$ cat src/rtl/axis_slice_sequencer.sv
// axis_slice_sequencer: splits each wide AXI-stream beat into narrow slices, lowest bits first
module axis_slice_sequencer #(
  parameter int DIN_WIDTH  = 256,
  parameter int DOUT_WIDTH = 32
) (
  input  logic                  clk,
  input  logic                  resetn,
  input  logic [$clog2(DIN_WIDTH/DOUT_WIDTH+1)-1:0] SLICE_COUNT,
  input  logic [DIN_WIDTH-1:0]  AXIS_RX_TDATA,
  input  logic                  AXIS_RX_TVALID,
  output logic                  AXIS_RX_TREADY,
  output logic [DOUT_WIDTH-1:0] AXIS_TX_TDATA,
  output logic                  AXIS_TX_TVALID,
  output logic                  AXIS_TX_TLAST,
  input  logic                  AXIS_TX_TREADY,
  output logic                  BUSY
);
  localparam int MAX_SLICES = DIN_WIDTH / DOUT_WIDTH;
  localparam int CW         = $clog2(MAX_SLICES + 1);
  typedef enum logic {IDLE, EMIT} state_t;
  state_t                 r_state;
  logic [DIN_WIDTH-1:0]   r_data;
  logic [CW-1:0]          r_idx;
  logic [CW-1:0]          r_cnt;
  logic [CW-1:0]          w_eff_cnt;
  logic                   w_emit;
  logic                   w_last;
  // zero or oversized counts fall back to a full beat
  always_comb begin
    w_eff_cnt = (SLICE_COUNT == '0 || SLICE_COUNT > CW'(MAX_SLICES)) ? CW'(MAX_SLICES) : SLICE_COUNT;
    w_emit    = (r_state == EMIT);
    w_last    = w_emit && (r_idx == r_cnt - CW'(1));
  end
  assign AXIS_TX_TVALID = w_emit;
  assign AXIS_TX_TLAST  = w_last;
  assign BUSY           = w_emit;
  assign AXIS_TX_TDATA  = r_data[r_idx*DOUT_WIDTH +: DOUT_WIDTH];
  // ready early on the final slice so a new beat follows without a bubble
  assign AXIS_RX_TREADY = !w_emit || (w_last && AXIS_TX_TREADY);
  // beat capture and slice stepping; a last-slice handshake may reload in the same cycle
  always_ff @(posedge clk or negedge resetn) begin
    if (!resetn) begin
      r_state <= IDLE;
      r_idx   <= '0;
      r_cnt   <= CW'(MAX_SLICES);
      r_data  <= '0;
    end else if (AXIS_RX_TVALID && AXIS_RX_TREADY) begin
      r_state <= EMIT;
      r_data  <= AXIS_RX_TDATA;
      r_cnt   <= w_eff_cnt;
      r_idx   <= '0;
    end else if (w_emit && AXIS_TX_TREADY) begin
      r_state <= w_last ? IDLE : EMIT;
      r_idx   <= w_last ? '0 : r_idx + CW'(1);
    end
  end
endmodule
$ cat config.mk
export PLATFORM = sky130hd
export DESIGN_NAME = axis_slice_sequencer
export DESIGN_NICKNAME = d
export VERILOG_FILES = /design/src/rtl/axis_slice_sequencer.sv
export SDC_FILE = /design/constraint.sdc
export NUM_CORES = 1
export LEC_CHECK = 0
export BUFFER_PORTS_ARGS = -buffer_cell sky130_fd_sc_hd__buf_4
export CAP_MARGIN = 10
export CORE_MARGIN = 5
export CORE_UTILIZATION = 45
export DETAILED_ROUTE_END_ITERATION = 6
export MAX_ROUTING_LAYER = met4
export PLACE_DENSITY = 0.73
export SYNTH_ARGS = -nofsm -noshare
export SYNTH_HDL_FRONTEND = slang
export SYNTH_SLANG_ARGS = --single-unit
$ cat constraint.sdc
create_clock -name clk -period 2.7 [get_ports clk]
set_clock_uncertainty 0.1 [all_clocks]
set_input_delay 0 -clock clk [delete_from_list [all_inputs] [get_ports clk]]
set_output_delay 0 -clock clk [all_outputs]
set_load 0.05 [all_outputs]
==> metrics.cfg <==
[cts]
cts_tree=yes
cts_made_buffers=28
htree_levels=1
post_cts_buffers=0
clk_path_buf_depth=3
root_buffer=clkbuf_16
clkTransAtPathRegs_ns=0.06
clk_latency_ns=0.52
clkSinkCount=265

[worst_setup_path]
cp.depth=8
cp.required_ns=3.01
crit_fanout=42
critPathTopFamily=buffers and inverters
cp.buffers_inverters=3
max_stage_delay_ns=0.38
crit_arrival_ns=2.89
crit_chain=inv_1 > ha_1 > xnor3_1 > and4_1 > a41oi_4 > buf_12 > buf_16 > mux2_2
r2r_cells=8
crit_path_end_kind=register
critPathSlowestCell=dfrtp_1
cp-start-kind=register
setup.worst_path.class=register to register

[synth]
synth-edff-count=0
synthAdderAreaFrac=0.002074
yosys_register_bits=265
ys_types=32
synthSimpleGateAreaFrac=0.01867
synthTopCellsByArea=dfrtp_1 (55%), mux2_1 (18%), mux4_2 (12%), mux2_2 (5.6%), mux2i_1 (3.1%)
synth_compound_area_frac=0.005393
netlist_top_cells_count=dfrtp_1 (264), mux2_1 (197), mux4_2 (64)
synth_top_family_by_area=multiplexers
synth_top_area_share=0.5475
synth_mux_area_frac=0.3900
seq_area_frac_synth=0.5497
async_flop_share=1.000
synth.avg_cell_area_sq_um=16.13
netlist_area_sq_um=12070
yosys.area_share.xor_xnor=0.004770
synth_flop_cell=dfrtp_1
synth.most_common_cell=dfrtp_1
synth_cells=748
yosys.area.top_type=dfrtp_1
synth_nets=1014
yosys_warnings=0

[detailed_routing]
ant_nets=0
dr.pass1.iters=4
drc=0
wl_per_cell_um=21.60
drt-total-wl_mm=36.36
vias=8675
drt_iter0_markers=391
via_per_inst=5.154

[timing]
holdWs_ns=0.1229
fin_crit_ns=2.580
finalCritPeriodShare=0.9555
setup-violations-final=0
slew_headroom=0.5923
worst_pin_slew_ns=0.6116
fin_setup_tns_ns=0
drv_slew=0
max_freq_mhz=387.6
rsz0062_at_grt=no
hold_viol=0

[final_layout]
num-fill-cells=1714
multi_input_area_sq_um=5090
fin_util=0.6924
fin_nets=1579
final_layout_size_suffix_gt1_frac=0.3711
seq_area_sq_um=6641
synthToLayoutAreaGrowth_pct=52.95
fin_area_sq_um=18450

[floorplan]
start_util=0.4527
boundaryPins=300
die_w_um=173.7
core_sq_um=26650
die_h_um=173.7
die_area_sq_um=30190
rows=60

[global_route]
grt_pass1_wl_mm=57.60
grt.overflow.total=0
grt_max_degree=73
grt_pass1_vias=10210
globalRouteTotalUtil=0.2499
antenna_found_initial=8

[placed_design]
placed_area_sq_um=14770
gp_congestion=0.7652
post-dp-hpwl_mm=22.53
portBuffers=299

[pwr]
max-vdd-ir-drop_uv=1313
power_density_nw_per_um2=1186
p_leak_nw=8.518
finalPower_w=0.02188

[outcome]
outcome=finished clean

[hold_path]
min_path_cells=3
min_path_type=input pin to register

[run]
max-cap-violations=0

-- sequential cells by signal (all words and copies together), names as in the netlist --
signal and count:
AXIS_TX_TVALID 1, r_cnt 4, r_data 256, r_idx 4
-- worst min-delay path, delay by kind of cell --
family,cells,cell delay (ns)
multiplexers,1,0.11
buffers and inverters,2,0.61
-- cell families after synthesis --
family / Yosys count
DFF: 265
AOI/OAI and AO/OA: 8
and+or+nand+nor: 53
xor gates and xnor gates: 5
buffers and inverters: 57
adders and majority gates: 2
muxes: 358
-- cells in the final DEF, fill, tap and decap left out, drive strengths merged, types with 3 or more instances in the layout --
master	count
nor2	36
dlygate4sd3	267
nand3	3
clkinv	5
mux2	257
nand2	5
inv	3
dfrtp	264
diode	8
mux2i	37
clkbuf	43
xor2	3
buf	322
mux4	64
-- worst paths after layout --
| kind | slack [ns] | to | startpoint |
|---|---|---|---|
| min in group asynchronous | 0.49 | r_data[46] | resetn |
| max in group asynchronous | 1.15 | r_data[123] | resetn |
| max | 0.12 | r_data[240] | r_cnt[0] |
| max reg2reg | 0.12 | r_data[240] | r_cnt[0] |
| min | 0.12 | r_data[193] | AXIS_RX_TDATA[193] |
| min reg2reg | 0.39 | r_data[98] | r_data[98] |
-- per-stage QoR --
| step | instances | setup slack (ns) |
|---|---|---|
| finish | 1683 | 0.1202 |
| floorplan | 748 | 0.3183 |
| global placement | 1356 | 0.1561 |
| CTS | 1675 | 0.07273 |
| global route | 1683 | 0.01338 |
| detailed placement | 1356 | 0.1312 |
-- power by group --
group / total [W] / leakage, nW / switching (W) / internal [W]
clock: 0.00391 / 0.464 / 0.00157 / 0.00234
sequential: 0.00704 / 3.23 / 0.00106 / 0.00597
combinational: 0.0109 / 4.82 / 0.00585 / 0.00508
-- final cells by class --
type | instances | share of cell area
multi-input combinational | 426 | 0.2758
tap | 341 | 0.02312
inverter | 3 | 0.0006102
clock buffer | 43 | 0.04597
sequential | 265 | 0.3599
antenna | 8 | 0.001085
clock inverter | 8 | 0.005017
timing repair buffer | 589 | 0.2885
-- what timing repair did --
action	CTS	global route
hold buffers	267	0
gates resized for setup	1	3
endpoints found under the setup margin	25	11
hold endpoints to repair	529	0
gates cloned	1	0
-- layer usage --
layer | vias up | share of wire | GRT usage
met2 | 293 | 0.54 | 0.4446
met3 | 85 | 0.054 | 0.04667
met1 | 4391 | 0.37 | 0.2866
li1 | 3906 | - | -
met4 | 0 | 0.034 | 0.07951
met5 | - | 0 | -
Power figures use the tool's default switching activity.
